File: src/rtl/jpeg_enc_pkg.sv
// Shared constants for the JPEG encoder front end: BT.601 full-range RGB->YCbCr
// coefficients (Q2.14), rounding/level-shift constants and datapath widths.
package jpeg_enc_pkg;

  localparam int unsigned PIX_W      = 8;
  localparam int unsigned COMP_W_DEF = 12;
  localparam int unsigned COEF_W     = 16;
  localparam int unsigned COEF_FRAC  = 14;
  localparam int unsigned PROD_W     = 25;
  localparam int unsigned ACC_W      = 26;

  typedef logic signed [COEF_W-1:0] coef_t;
  typedef logic signed [ACC_W-1:0]  acc_t;

  localparam coef_t C_Y_R  =  16'sd4899;
  localparam coef_t C_Y_G  =  16'sd9617;
  localparam coef_t C_Y_B  =  16'sd1868;

  localparam coef_t C_CB_R = -16'sd2765;
  localparam coef_t C_CB_G = -16'sd5427;
  localparam coef_t C_CB_B =  16'sd8192;

  localparam coef_t C_CR_R =  16'sd8192;
  localparam coef_t C_CR_G = -16'sd6860;
  localparam coef_t C_CR_B = -16'sd1332;

  localparam acc_t ROUND_HALF  = 26'sd8192;
  localparam acc_t LEVEL_SHIFT = 26'sd128;
  localparam acc_t SAT_MAX     = 26'sd127;
  localparam acc_t SAT_MIN     = -26'sd128;

  function automatic acc_t sat8(input acc_t v);
    if (v > SAT_MAX)
      return SAT_MAX;
    else if (v < SAT_MIN)
      return SAT_MIN;
    else
      return v;
  endfunction

endpackage

File: src/rtl/ycc_dot3.sv
// Registered 3-term multiply-accumulate with round-half-up, offset and optional
// saturation to [-128,127] when RGB2YCC_CLAMP_EN is defined. Two register stages.
module ycc_dot3
  import jpeg_enc_pkg::*;
#(
  parameter coef_t       C_R    = '0,
  parameter coef_t       C_G    = '0,
  parameter coef_t       C_B    = '0,
  parameter acc_t        OFFSET = '0,
  parameter int unsigned OUT_W  = COMP_W_DEF
) (
  input  logic                    clk,
  input  logic                    reset,
  input  logic                    i_ld1,
  input  logic                    i_ld2,
  input  logic [PIX_W-1:0]        i_r,
  input  logic [PIX_W-1:0]        i_g,
  input  logic [PIX_W-1:0]        i_b,
  output logic signed [OUT_W-1:0] o_comp
);

  logic signed [PROD_W-1:0] w_pr, w_pg, w_pb;
  logic signed [PROD_W-1:0] r_pr, r_pg, r_pb;
  acc_t                     w_acc, w_rnd, w_lvl, w_fin;
  logic signed [OUT_W-1:0]  r_comp;

  // Pixels are unsigned: zero-extend to a signed operand before multiplying.
  assign w_pr = PROD_W'(C_R) * PROD_W'($signed({1'b0, i_r}));
  assign w_pg = PROD_W'(C_G) * PROD_W'($signed({1'b0, i_g}));
  assign w_pb = PROD_W'(C_B) * PROD_W'($signed({1'b0, i_b}));

  always_ff @(posedge clk) begin
    if (reset) begin
      r_pr <= '0;
      r_pg <= '0;
      r_pb <= '0;
    end else if (i_ld1) begin
      r_pr <= w_pr;
      r_pg <= w_pg;
      r_pb <= w_pb;
    end
  end

  assign w_acc = ACC_W'(r_pr) + ACC_W'(r_pg) + ACC_W'(r_pb) + ROUND_HALF;
  assign w_rnd = w_acc >>> COEF_FRAC;
  assign w_lvl = w_rnd - OFFSET;

`ifdef RGB2YCC_CLAMP_EN
  assign w_fin = sat8(w_lvl);
`else
  assign w_fin = w_lvl;
`endif

  always_ff @(posedge clk) begin
    if (reset)
      r_comp <= '0;
    else if (i_ld2)
      r_comp <= OUT_W'(w_fin);
  end

  assign o_comp = r_comp;

endmodule

File: src/rtl/rgb_to_ycbcr.sv
// RGB -> level-shifted signed {Y,Cb,Cr}, latency 2, one pixel per clock.
// Optional saturation of each component enabled by RGB2YCC_CLAMP_EN.
module rgb_to_ycbcr
  import jpeg_enc_pkg::*;
#(
  parameter int unsigned OUT_W = COMP_W_DEF
) (
  input  logic               clk,
  input  logic               reset,
  input  logic               in_valid,
  input  logic [PIX_W-1:0]   r,
  input  logic [PIX_W-1:0]   g,
  input  logic [PIX_W-1:0]   b,
  output logic               out_valid,
  output logic [3*OUT_W-1:0] out
);

  logic                    r_v1, r_v2;
  logic signed [OUT_W-1:0] w_y, w_cb, w_cr;

  always_ff @(posedge clk) begin
    if (reset) begin
      r_v1 <= 1'b0;
      r_v2 <= 1'b0;
    end else begin
      r_v1 <= in_valid;
      r_v2 <= r_v1;
    end
  end

  ycc_dot3 #(
    .C_R(C_Y_R), .C_G(C_Y_G), .C_B(C_Y_B), .OFFSET(LEVEL_SHIFT), .OUT_W(OUT_W)
  ) u_y (
    .clk(clk), .reset(reset), .i_ld1(in_valid), .i_ld2(r_v1),
    .i_r(r), .i_g(g), .i_b(b), .o_comp(w_y)
  );

  ycc_dot3 #(
    .C_R(C_CB_R), .C_G(C_CB_G), .C_B(C_CB_B), .OFFSET('0), .OUT_W(OUT_W)
  ) u_cb (
    .clk(clk), .reset(reset), .i_ld1(in_valid), .i_ld2(r_v1),
    .i_r(r), .i_g(g), .i_b(b), .o_comp(w_cb)
  );

  ycc_dot3 #(
    .C_R(C_CR_R), .C_G(C_CR_G), .C_B(C_CR_B), .OFFSET('0), .OUT_W(OUT_W)
  ) u_cr (
    .clk(clk), .reset(reset), .i_ld1(in_valid), .i_ld2(r_v1),
    .i_r(r), .i_g(g), .i_b(b), .o_comp(w_cr)
  );

  assign out_valid = r_v2;
  assign out       = {w_y, w_cb, w_cr};

endmodule

File: config.mk
export PLATFORM = sky130hd
export DESIGN_NAME = rgb_to_ycbcr
export DESIGN_NICKNAME = d
export VERILOG_FILES = /design/src/rtl/jpeg_enc_pkg.sv /design/src/rtl/ycc_dot3.sv /design/src/rtl/rgb_to_ycbcr.sv
export SDC_FILE = /design/constraint.sdc
export NUM_CORES = 1
export LEC_CHECK = 0
export BUFFER_PORTS_ARGS = -buffer_cell sky130_fd_sc_hd__buf_4
export CORE_ASPECT_RATIO = 1.2
export CORE_MARGIN = 5
export CORE_UTILIZATION = 55
export DETAILED_ROUTE_END_ITERATION = 8
export PLACE_DENSITY = 0.73
export SYNTH_ARGS = -nofsm -noshare
export SYNTH_HDL_FRONTEND = slang
export SYNTH_HIERARCHICAL = 1
export SYNTH_SLANG_ARGS = --single-unit
File: constraint.sdc
create_clock -name clk -period 5.2 [get_ports clk]
set_input_delay 1.04 -clock clk [delete_from_list [all_inputs] [get_ports clk]]
set_output_delay 1.04 -clock clk [all_outputs]
set_load 0.05 [all_outputs]
Yosys cells after proc, flatten, opt, wreduce, memory -nomap -nowiden
Cells that the tools add are included.
Widths: inputs -> output; s select.
{ "classes": {"n_reduce_logical": 0, "magnitude_cmp": 0, "n_addsub": 10, "multipliers": 7, "div": 0, "shifts": 0, "n_bitwise": 0, "mux": 0, "n_eq_ne": 0} }
{ "op_table": {"columns": ["cell", "n"], "rows": [
  ["$add 26x15->26 const B", 3],
  ["$add 22x23->24", 2],
  ["$add 26x22->26", 1],
  ["$add 24x21->25", 1],
  ["$add 23x19->24", 1],
  ["$add 21x22->23", 1],
  ["$mul 14x9->23 const A", 1],
  ["$mul 13x9->22 const A", 1],
  ["$mul 14x8->22 const A", 1],
  ["$mul 12x9->21 const A", 1],
  ["$mul 13x8->21 const A", 1],
  ["$mul 10x9->19 const A", 1],
  ["$mul 9x8->17 const A", 1],
  ["$sub 12x9->12 const B", 1]
]} }
{ "word_totals": {"n_memories": 0, "elab_cells": 31, "output_inout_bits": 37, "mem_bits_rw": 0, "latch_bits": 0, "mem_bits_ro": 0, "inputBits": 27, "register_bits": 199} }

Logic depth before layout (Yosys ltp)
Gate-level depths: netlist of run 1.
{ "logic_depth": {"depth_word": 4, "depth_mapped": 20, "depth_no_buf": 20} }

Modules after synthesis
Netlist of run 1, hierarchy kept.
{ "by_module_without_submodules": {"columns": ["module", "cells_each", "instances", "seq_area_each_um2", "area_per_inst_um2"], "rows": [
  ["ycc_dot3 at u_y", 924, 1, 1441.4, 8475.6],
  ["ycc_dot3 at u_cb", 869, 1, 1301.2, 7997.7],
  ["ycc_dot3 at u_cr", 821, 1, 1201.2, 7469.7],
  ["rgb_to_ycbcr", 4, 1, 40.0, 52.6]
]} }

Least setup slack after synthesis of run 1
No wires, ideal clock.
{ "synth_timing": {"path_kind": "input to register", "start": "in g[4]", "end": "reg u_cr.r_pg[21]", "slack_ps": 394, "stages": 16, "t_required_ps": 5094, "arrival_ps": 4700, "setup_time_ps": 106, "path_cell_list": "ha_1 -> ha_1 -> inv_1 -> fa_1 -> fa_1 -> inv_1 -> ha_1 -> a21o_1 -> a21o_1 -> a21oi_1 -> o21ai_0 -> a41oi_1 -> a21oi_1 -> a31oi_1 -> or4b_2 -> o311ai_0"} }
{ "synth_via": {"elab_chain_cells": 1} }
{ "synth_lines": {"columns": ["element", "line_no", "text"], "rows": [
  ["start: declaration", "rgb_to_ycbcr.sv:12", "input logic [PIX_W-1:0] g,"],
  ["$mul 12x9->21", "ycc_dot3.sv:29", "assign w_pg = PROD_W'(C_G) * PROD_W'($signed({1'b0, i_g}));"],
  ["end signal: assignment", "ycc_dot3.sv:39", "r_pg <= w_pg;"],
  ["end: declaration", "ycc_dot3.sv:23", "logic signed [PROD_W-1:0] r_pr, r_pg, r_pb;"]
]} }
No other way between the ends.
A chain may end at the register's enable or synchronous reset.

Worst setup path after layout of run 1
{ "layout_timing": {"start": "in r[6]", "end": "reg u_cb.r_pr[18]"} }
{ "layout_via": {"elab_chain_cells": 1} }
{ "layout_lines": {"columns": ["element", "line_no", "text"], "rows": [
  ["start: declaration", "rgb_to_ycbcr.sv:11", "input logic [PIX_W-1:0] r,"],
  ["$mul 13x9->22", "ycc_dot3.sv:28", "assign w_pr = PROD_W'(C_R) * PROD_W'($signed({1'b0, i_r}));"],
  ["end signal: assignment", "ycc_dot3.sv:38", "r_pr <= w_pr;"],
  ["end: declaration", "ycc_dot3.sv:23", null]
]} }
No other way between the ends.

==> results of run 1 <==
placed cells by master (no fill, tap or decap), types with 8 or more instances in the layout:
cell type  netlist  routed
mux2i_1        124     124
and3_1          10      10
nor2_1         227     227
a211oi_1        31      31
nand2_1         75      75
buf_4            1      97
or2_2           12      12
nor2b_1         24      24
nand3_1         30      30
ha_1           473     473
o211ai_1        12      12
nor3_1          29      29
o21ai_0         53      53
a31oi_1         14      14
o21ai_1         10      10
a21oi_1        102     102
o21a_1          17      17
a21o_1          43      43
o31ai_1          8       8
xnor2_1         88      88
or3_1           14      14
clkbuf_16        0      17
dfxtp_1        199     198
o22ai_1         14      14
nand4_1         10      10
xor2_1          40      40
nand2b_1        30      30
o21bai_1        15      15
inv_1          505     505
fa_1           207     207
stage by stage:
step / hold WS, ns / cell area (µm²) / power (mW) / instances
global placement: 0.442 / 25300 / 10.3 / 3217
floorplan: 0.450 / 24000 / 8.54 / 2618
finish: 0.460 / 25900 / 12.0 / 3250
CTS: 0.463 / 25900 / 12.0 / 3249
detailed placement: 0.452 / 25300 / 10.5 / 3217
global route: 0.471 / 25900 / 13.2 / 3249
area by class of cell:
cell class	instances	area share, %
multi-input cells	1858	69.0
flip-flops and latches	199	15.4
inverters	505	7.32
repair buffers	103	3.22
well taps	552	2.67
clock buffers	18	1.70
clock inverters	14	0.686
diodes	1	0.00967
synthesized netlist by cell type, types with 6 or more instances:
master and number:
and3_1 10, dfxtp_1 199, buf_1 17, a21o_1 43, o31ai_1 8, nand4_1 10
a211oi_1 31, nor2_1 227, inv_1 505, clkbuf_1 30, o211ai_1 12, or3b_2 6
mux2i_1 124, nand3_1 30, or3_1 14, fa_1 207, o21a_1 17, o21bai_1 15
o21ai_0 53, a211o_1 6, nand2b_1 30, xor2_1 40, or2_2 12, xnor2_1 88
o21ai_1 10, ha_1 473, o22ai_1 14, a21oi_1 102, nand4b_1 6, nor2b_1 24
a31oi_1 14, o221ai_1 6, nand2_1 75, nor3_1 29
metal layers:
metal	routed length, µm	share of wire, %	track usage, %
met3	1300	2.4	2.55
met5	0	0	0
met1	23100	43	27.8
met2	27700	51	42.2
met4	1850	3.4	8.16
sequential cells by signal, indices dropped and copies added, names as in the netlist:
name         count
u_cb/r_pg       23
u_cr/r_pg       21
u_cr/r_pb       19
u_cb/r_pb        8
out_valid        1
u_y/o_comp      12
u_cr/r_pr        8
r_v1             1
u_cb/o_comp     12
u_cb/r_pr       22
u_y/r_pb        17
u_cr/o_comp     12
u_y/r_pr        21
u_y/r_pg        22
path summary, 6_finish.rpt:
path	from	cells past startpoint	endpoint
min	u_cb/o_comp[11]	2	u_cb/o_comp[11]
max	r[6]	17	u_cb/r_pr[18]
max reg2reg	u_cb/r_pr[12]	20	u_cb/o_comp[8]
min reg2reg	u_cb/o_comp[11]	2	u_cb/o_comp[11]
logic make-up (layout without fill, tap and decap cells):
group                      Yosys count  count (layout)
xor gates and xnor gates           129             129
adders and majority gates          680             680
buffers and inverters              561             640
AOI/OAI and AO/OA                  399             399
muxes                              126             126
DFF                                199             199
other                                0               1
and+or+nand+nor                    524             524
where the power goes:
group | switching, mW | internal, mW
clock network | 0.685 | 0.707
registers | 0.269 | 1.89
logic | 4.73 | 3.66
total | 5.69 | 6.26
tightest hold or removal path: cells and delay by family, from the launching register on:
| family | cells | cell delay, ns |
|---|---|---|
| AO/OA/AOI/OAI | 1 | 0.05 |
| AND/OR/NAND/NOR | 1 | 0.05 |
| flip-flops | 1 | 0.32 |
==> flow_summary_export.csv, run 1 <==
group,metric,value,unit
finish,utilization,60.2,%
power,peakVddDrop,0.312,mV
place,dp_hpwl,44600,µm
sta,worstMarginPinSlew,0.765,ns
sta,drv_slew,0,
die,die-area,0.0479,mm²
sta,rsz0062_at_grt,"false",
sta,finalCriticalPeriod,4.76,ns
global_routing,grt_pass1_wl,91000,µm
logic_synthesis,yosysWarnings,6,
routing,post_drt_wl_per_cell,16.6,µm
logic_synthesis,synth_top_family_by_area,"adder cells",
place,place_ws,0.00293,ns
finish,n_fill_cell,3746,
cts,post-cts-setup-buffers,0,
routing,drtPass1Iterations,5,
sta,setup_ws,0.440,ns
finish,drive_gt1_share,7.34,%
global_routing,antenna_found_initial,0,
setup_path,startpoint_type,"input pin",
finish,multi_input_area,0.0179,mm²
run_status,status,"finished, final reports clean",
die,coreArea,0.0430,mm²
sta,hold_viol_final,0,
die,die_w,201,µm
global_routing,grt_usage,22.9,%
cts,numCtsBuffers,17,
setup_path,path_cells,"buf_4, inv_1, ha_1, ha_1, inv_1, fa_1, fa_1, inv_1, ha_1, o21ai_1, a21boi_1, o21a_1, o211ai_1, nand2_1, a211oi_1, xor2_1, o22ai_1",
place,gp_congestion,0.907,
cts,cts_resized,0,
setup_path,path_max_fanout,4,
routing,finalWirelength,54000,µm
sta,maxSlewHeadroom,48.9,%
sta,tns,0,ns
logic_synthesis,ys_seq_area_share,16.6,%
setup_path,end_kind,"flip-flop",
logic_synthesis,syn_nets,3325,
logic_synthesis,synth_top_area_share,24.7,%
logic_synthesis,synth_xor_area_share,4.77,%
setup_path,path_class,"in2reg",
logic_synthesis,ys_ff_latch,199,
logic_synthesis,syn_avg_cell_area,9.17,µm²
finish,nets,3391,
die,initial_core_util,55.8,%
logic_synthesis,synth_edf_count,0,
cts,cts_root_buffer,"clkbuf_16",
routing,viasPerCell,5.50,
cts,cts_buffer_depth,2,
power,p_leak,13.5,nW
logic_synthesis,synth_compound_area_share,11.7,%
routing,ant_nets,0,
cts,clk_pin_slew,0.08,ns
setup_path,r2r_slack,0.70,ns
logic_synthesis,synthTopCellsByArea,"ha_1, fa_1, dfxtp_1",
setup_path,max_stage_delay,0.55,ns
routing,first_iter_violations,705,
routing,drc,0,
logic_synthesis,netlist_instances,2618,
job,cap_viol_max_count,0,
logic_synthesis,async_reset_ff_share,0,%
setup_path,crit_family,"adder cells",
die,rows,83,
logic_synthesis,synth.area.mux_share,5.27,%
power,cellPowerDensity,462,mW/mm²
cts,hold_buffers,0,
finish,area_delta_synth_final,7.86,%
setup_path,worstPathRequired,5.53,ns
global_routing,grt_overflow,0,
sta,skew,0.0119,ns
setup_path,crit_arrival,5.09,ns
finish,area.sequential,0.00399,mm²
global_routing,grt_max_degree,129,
setup_path,crit_buf_inv,4,
cts,clock_latency,0.47,ns
logic_synthesis,synth.largest_area_cell,"ha_1",
logic_synthesis,synth-simple-area-share,10.8,%
global_routing,first_global_vias,18690,
cts,cts_sinks,199,
die,die_h,239,µm
min_path,hp-class,"reg2reg",
die,io-pin-count,64,
logic_synthesis,yosysUniqueCellTypes,100,
setup_path,cp_slowest_cell,"fa_1",
routing,vias,17879,
sta,period_share,91.5,%
cts,htreeDepth,4,
logic_synthesis,syn-cell-area,0.0240,mm²
logic_synthesis,synth_adder_area_share,41.9,%
cts,tritoncts,"done",
logic_synthesis,synth_flop_cell,"dfxtp_1",
place,portBuffers,63,
sta,fmaxAchievable,0.210,GHz
sta,setup-violations-final,0,
(Power assumes the default switching activity.)
==> run 2, diff against run 1 <==
SYNTH_HIERARCHICAL = default   (was 1)
==> flow_summary_export.csv, run 2 <==
group,metric,value,unit
routing,ant_nets,0,
finish,drive_gt1_share,10.6,%
sta,skew,0.0114,ns
setup_path,crit_family,"adder cells",
sta,setup_ws,0.255,ns
finish,area_delta_synth_final,12.0,%
job,cap_viol_max_count,0,
place,gp_congestion,0.923,
min_path,worstHoldStart,"u_cb.r_pr[17]",
die,die-area,0.0424,mm²
setup_path,path_class,"in2reg",
setup_path,r2r_cells,20,
global_routing,grt_usage,26.5,%
setup_path,r2r_slack,0.28,ns
setup_path,cp_slowest_cell,"fa_1",
logic_synthesis,netlist_instances,2316,
setup_path,crit_buf_inv,5,
sta,drv_slew,0,
finish,largest_reg_flops,22,
finish,multi_input_area,0.0159,mm²
die,die_w,189,µm
sta,maxSlewHeadroom,27.9,%
power,p_leak,12.4,nW
logic_synthesis,synth_edf_count,0,
cts,cts_root_buffer,"clkbuf_16",
power,finalPower,11.7,mW
routing,drc,0,
power,swShare,47.9,%
cts,tritoncts,"done",
logic_synthesis,yosysWarnings,0,
global_routing,grt_pass1_wl,89200,µm
logic_synthesis,syn-cell-area,0.0211,mm²
cts,numCtsBuffers,17,
finish,area.sequential,0.00364,mm²
sta,worstMarginPinSlew,1.08,ns
setup_path,crit_top_cell,"inv_1",
die,die_h,225,µm
power,cellPowerDensity,494,mW/mm²
min_path,hp-class,"reg2reg",
power,p_seq_share,17.7,%
power,pwr-share-comb,71.3,%
place,dp_hpwl,46100,µm
min_path,whs_endpoint,"u_cb.r_pr[17]",
finish,utilization,62.4,%
die,initial_core_util,55.8,%
logic_synthesis,synth_flop_cell,"dfxtp_1",
routing,first_iter_violations,865,
global_routing,grt_max_degree,81,
finish,final_cell_mix,"ha_1, inv_1, nor2_1",
sta,setup-violations-final,0,
logic_synthesis,synth_top_area_share,23.7,%
setup_path,path_max_fanout,3,
cts,clk_pin_slew,0.08,ns
routing,post_drt_wl_per_cell,18.4,µm
logic_synthesis,synth.largest_area_cell,"ha_1",
sta,rsz0062_at_grt,"false",
setup_path,end_kind,"flip-flop",
logic_synthesis,synthTopCellsByArea,"ha_1, fa_1, dfxtp_1",
global_routing,first_global_vias,17283,
sta,fmaxAchievable,0.202,GHz
logic_synthesis,yosysUniqueCellTypes,70,
logic_synthesis,synth_common_cells,"ha_1, inv_1, nor2_1",
min_path,hold-path-cell-count,2,
logic_synthesis,async_reset_ff_share,0,%
place,portBuffers,63,
finish,regMostFlops,"u_y.r_pg",
sta,timing.hold.ws,0.470,ns
finish,n_fill_cell,3230,
cts,cts_sinks,182,
finish,diodes,0,
die,coreArea,0.0379,mm²
setup_path,r2r-end,"u_cb.o_comp[9]",
cts,cts_buffer_depth,2,
die,io-pin-count,64,
logic_synthesis,ys_seq_area_share,17.3,%
routing,vias,16692,
global_routing,antenna_found_initial,0,
cts,htreeDepth,4,
routing,drtPass1Iterations,6,
logic_synthesis,yosysMostFrequentCell,"ha_1",
logic_synthesis,syn_avg_cell_area,9.12,µm²
place,place_ws,-0.352,ns
setup_path,crit_arrival,5.30,ns
routing,finalWirelength,55100,µm
power,p_sw,5.60,mW
sta,finalCriticalPeriod,4.94,ns
global_routing,grt_overflow,0,
sta,period_share,95.1,%
die,rows,78,
routing,viasPerCell,5.59,
power,intPower,6.08,mW
finish,final_common_cell,"ha_1",
logic_synthesis,syn_nets,2939,
sta,hold_viol_final,0,
setup_path,startpoint_type,"input pin",
power,power_frac_clock,11.0,%
finish,reg.largest.list,"u_y.r_pg x22, u_cb.r_pg x21, u_y.r_pr x21",
setup_path,path_cells,"buf_4, inv_1, ha_1, fa_1, inv_1, ha_1, inv_1, fa_1, inv_1, ha_1, nor2b_1, o21ai_0, a21boi_1, o21ai_1, a21oi_1, o21a_1, o311ai_2, a2111oi_1, or3_1, a32o_1",
power,peakVddDrop,0.351,mV
finish,nets,3115,
run_status,status,"finished, final reports clean",
setup_path,max_stage_delay,0.54,ns
cts,clock_latency,0.46,ns
setup_path,r2r-start,"u_cb.r_pg[9]",
logic_synthesis,ys_ff_latch,182,
setup_path,worstPathRequired,5.56,ns
-- run 2: tightest hold or removal path, delay by kind of cell, from the launching register on --
| kind | cells | cell delay (ns) |
|---|---|---|
| DFF | 1 | 0.34 |
| AOI/OAI and AO/OA | 1 | 0.06 |
| and+or+nand+nor | 1 | 0.05 |
-- run 2: repair_timing --
item	4_1_cts	5_1_grt
buffers inserted	0	0
setup endpoints to repair	0	8
gates resized for setup	0	11
hold buffers	0	0
-- run 2: power by group through the flow --
stage	Clock, mW	Combinational (mW)	Sequential [mW]
after floorplan	0	5.83	2.16
after global placement	0	7.98	2.09
after detailed placement	0	8.22	2.09
after CTS	1.31	8.29	2.07
after global routing	1.36	9.35	2.11
final	1.28	8.32	2.07
-- run 2: layer usage --
layer	vias up	global-route usage (%)	part of all wire, %
met4	0	11.8	4.5
met2	361	46.9	49
met5	-	0	0
met3	119	2.79	3.3
li1	8149	-	-
met1	8063	32.9	43
-- run 2: kinds of logic (layout without fill, tap and decap cells) --
kind of cell	after synthesis	after routing	synth area share (%)
AOI/OAI and AO/OA	391	391	12.0
DFF	182	182	17.3
xor gates and xnor gates	146	146	6.06
buffers and inverters	423	612	7.53
adders and majority gates	597	597	42.3
muxes	90	90	4.27
and+or+nand+nor	487	487	10.6
-- run 2: metrics by stage --
| stage | TNS (ns) | cells | area [µm²] |
|---|---|---|---|
| floorplan | 0 | 2316 | 21100 |
| global placement | -1.01 | 2953 | 23100 |
| detailed placement | -2.50 | 2953 | 23100 |
| CTS | 0 | 2985 | 23600 |
| global route | 0 | 2985 | 23600 |
| finish | 0 | 2985 | 23600 |
-- run 2: worst max path at each step --
| stage | depth (start not counted) | end | slack, ns | start |
|---|---|---|---|---|
| final | 20 | u_cr.r_pb[20] | 0.26 | b[1] |
| after global routing | 19 | u_cb.r_pg[20] | 0.008 | g[4] |
| after CTS | 20 | u_cr.r_pb[20] | 0.11 | b[1] |
| after detailed placement | 20 | u_cr.r_pb[20] | -0.35 | b[1] |
| after global placement | 20 | u_cr.r_pb[20] | -0.27 | b[1] |
| after floorplan | 13 | u_cr.r_pb[20] | 0.03 | b[0] |
-- run 2: layout make-up --
type | count | share of cell area [%]
Multi-Input combinational cell | 1711 | 67.3
Sequential cell | 182 | 15.4
Timing Repair Buffer | 202 | 6.42
Inverter | 378 | 6.00
Tap cell | 480 | 2.54
Clock buffer | 21 | 1.95
Clock inverter | 11 | 0.381
==> run 3, diff against run 2 <==
MAX_ROUTING_LAYER = met4   (was default)
==> flow_summary_export.csv, run 3 (same netlist as run 2, synthesis figures left out) <==
group,metric,value,unit
run_status,status,"finished, final reports clean",
die,rows,78,
sta,setup-violations-final,0,
finish,utilization,62.5,%
setup_path,max_stage_delay,0.58,ns
setup_path,crit_top_cell,"fa_1",
finish,multi_input_area,0.0159,mm²
die,die-area,0.0424,mm²
place,dp_hpwl,46300,µm
routing,post_drt_wl_per_cell,18.5,µm
power,finalPower,11.8,mW
routing,finalWirelength,55200,µm
global_routing,antenna_found_initial,0,
routing,drc,0,
sta,finalCriticalPeriod,5.03,ns
die,initial_core_util,55.8,%
finish,drive_gt1_share,10.6,%
cts,htreeDepth,4,
setup_path,worstPathRequired,5.55,ns
finish,reg.largest.list,"u_y.r_pg x22, u_cb.r_pg x21, u_y.r_pr x21",
cts,tritoncts,"done",
finish,design_area,0.0237,mm²
global_routing,grt_usage,27.2,%
routing,vias,16652,
finish,area_delta_synth_final,12.1,%
routing,ant_nets,0,
finish,regMostFlops,"u_y.r_pg",
routing,first_iter_violations,971,
routing,viasPerCell,5.59,
die,die_h,225,µm
finish,diodes,0,
finish,nets,3112,
power,p_leak,12.4,nW
sta,maxSlewHeadroom,23.4,%
setup_path,path_cells,"buf_4, buf_4, fa_1, inv_1, fa_1, fa_1, fa_1, inv_1, ha_1, a21o_1, o21a_1, o311ai_2, a2111oi_2, or3_1, a32o_1",
cts,clk_pin_slew,0.07,ns
routing,drtPass1Iterations,5,
place,dpl-instance-area,0.0231,mm²
setup_path,path_max_fanout,8,
cts,cts_root_buffer,"clkbuf_16",
sta,skew,0.0109,ns
sta,worstMarginPinSlew,1.15,ns
place,gp_congestion,0.961,
finish,final_cell_mix,"ha_1, inv_1, nor2_1",
global_routing,grt_max_degree,90,
die,die_w,189,µm
setup_path,crit_arrival,5.38,ns
finish,largest_reg_flops,22,
setup_path,cp_slowest_cell,"fa_1",
sta,drv_slew,0,
sta,fmaxAchievable,0.199,GHz
sta,hold_viol_final,0,
cts,cts_buffer_depth,2,
min_path,hp-class,"reg2reg",
setup_path,r2r_cells,20,
global_routing,first_global_vias,17370,
place,portBuffers,63,
power,cellPowerDensity,498,mW/mm²
cts,hold_buffers,0,
min_path,hold-path-cell-count,2,
cts,clock_latency,0.46,ns
setup_path,path_class,"in2reg",
die,io-pin-count,64,
setup_path,startpoint_type,"input pin",
finish,final_common_cell,"ha_1",
job,cap_viol_max_count,0,
sta,period_share,96.7,%
cts,numCtsBuffers,17,
die,coreArea,0.0379,mm²
cts,cts_resized,0,
setup_path,end_kind,"flip-flop",
global_routing,grt_pass1_wl,89000,µm
power,peakVddDrop,0.259,mV
finish,area.sequential,0.00364,mm²
finish,n_fill_cell,3273,
cts,cts_sinks,182,
cts,post-cts-setup-buffers,0,
global_routing,grt_overflow,0,
sta,timing.hold.ws,0.469,ns
run 3: cell count changes in the layout (fill, tap and decap cells not counted), sizes merged:
cell,before,now
clkbuf,21,19
bufinv,0,2
inv,383,382
buf,202,199
run 3: worst paths after layout:
path	startpoint	to	slack [ns]
worst max-delay path	b[2]	u_cr.r_pb[20]	0.17
worst min-delay path	u_cb.r_pr[19]	u_cb.r_pr[19]	0.47
worst max register to register	u_cb.r_pg[9]	u_cb.o_comp[9]	0.30
worst min register to register	u_cb.r_pr[19]	u_cb.r_pr[19]	0.47
run 3: cell type report:
| cell class | count | share of cell area [%] |
|---|---|---|
| multi-input combinational | 1711 | 67.3 |
| sequential | 182 | 15.4 |
| timing repair buffer | 199 | 6.36 |
| inverter | 378 | 5.99 |
| tap | 480 | 2.54 |
| clock buffer | 19 | 1.83 |
| clock inverter | 12 | 0.618 |
run 3: through the flow:
step	cells	setup slack [ns]	TNS (ns)
2_1_floorplan	2316	0.0281	0
3_3_place_gp	2950	-0.264	-0.943
3_5_place_dp	2950	-0.392	-2.45
4_1_cts	2981	0.00573	0
5_1_grt	2981	-0.00933	-0.00933
6_report	2981	0.173	0
run 3: metal layers:
metal	share of wire, %	up-vias	global-route usage (%)
met1	43	8097	32.5
li1	-	8142	-
met4	4.0	0	10.5
met2	50	324	47.6
met5	0	-	-
met3	3.5	89	2.55
run 3: worst max-delay path: cells and delay by family:
family	cells	cell delay (ns)
AOI/OAI and AO/OA	5	1.14
and+or+nand+nor	1	0.34
buffers and inverters	4	0.41
adders and majority gates	5	2.45
run 3: where the power goes:
group / total [mW] / internal, mW / switching (mW)
clock network: 1.36 / 0.719 / 0.638
registers: 2.07 / 1.75 / 0.314
logic: 8.36 / 3.68 / 4.68
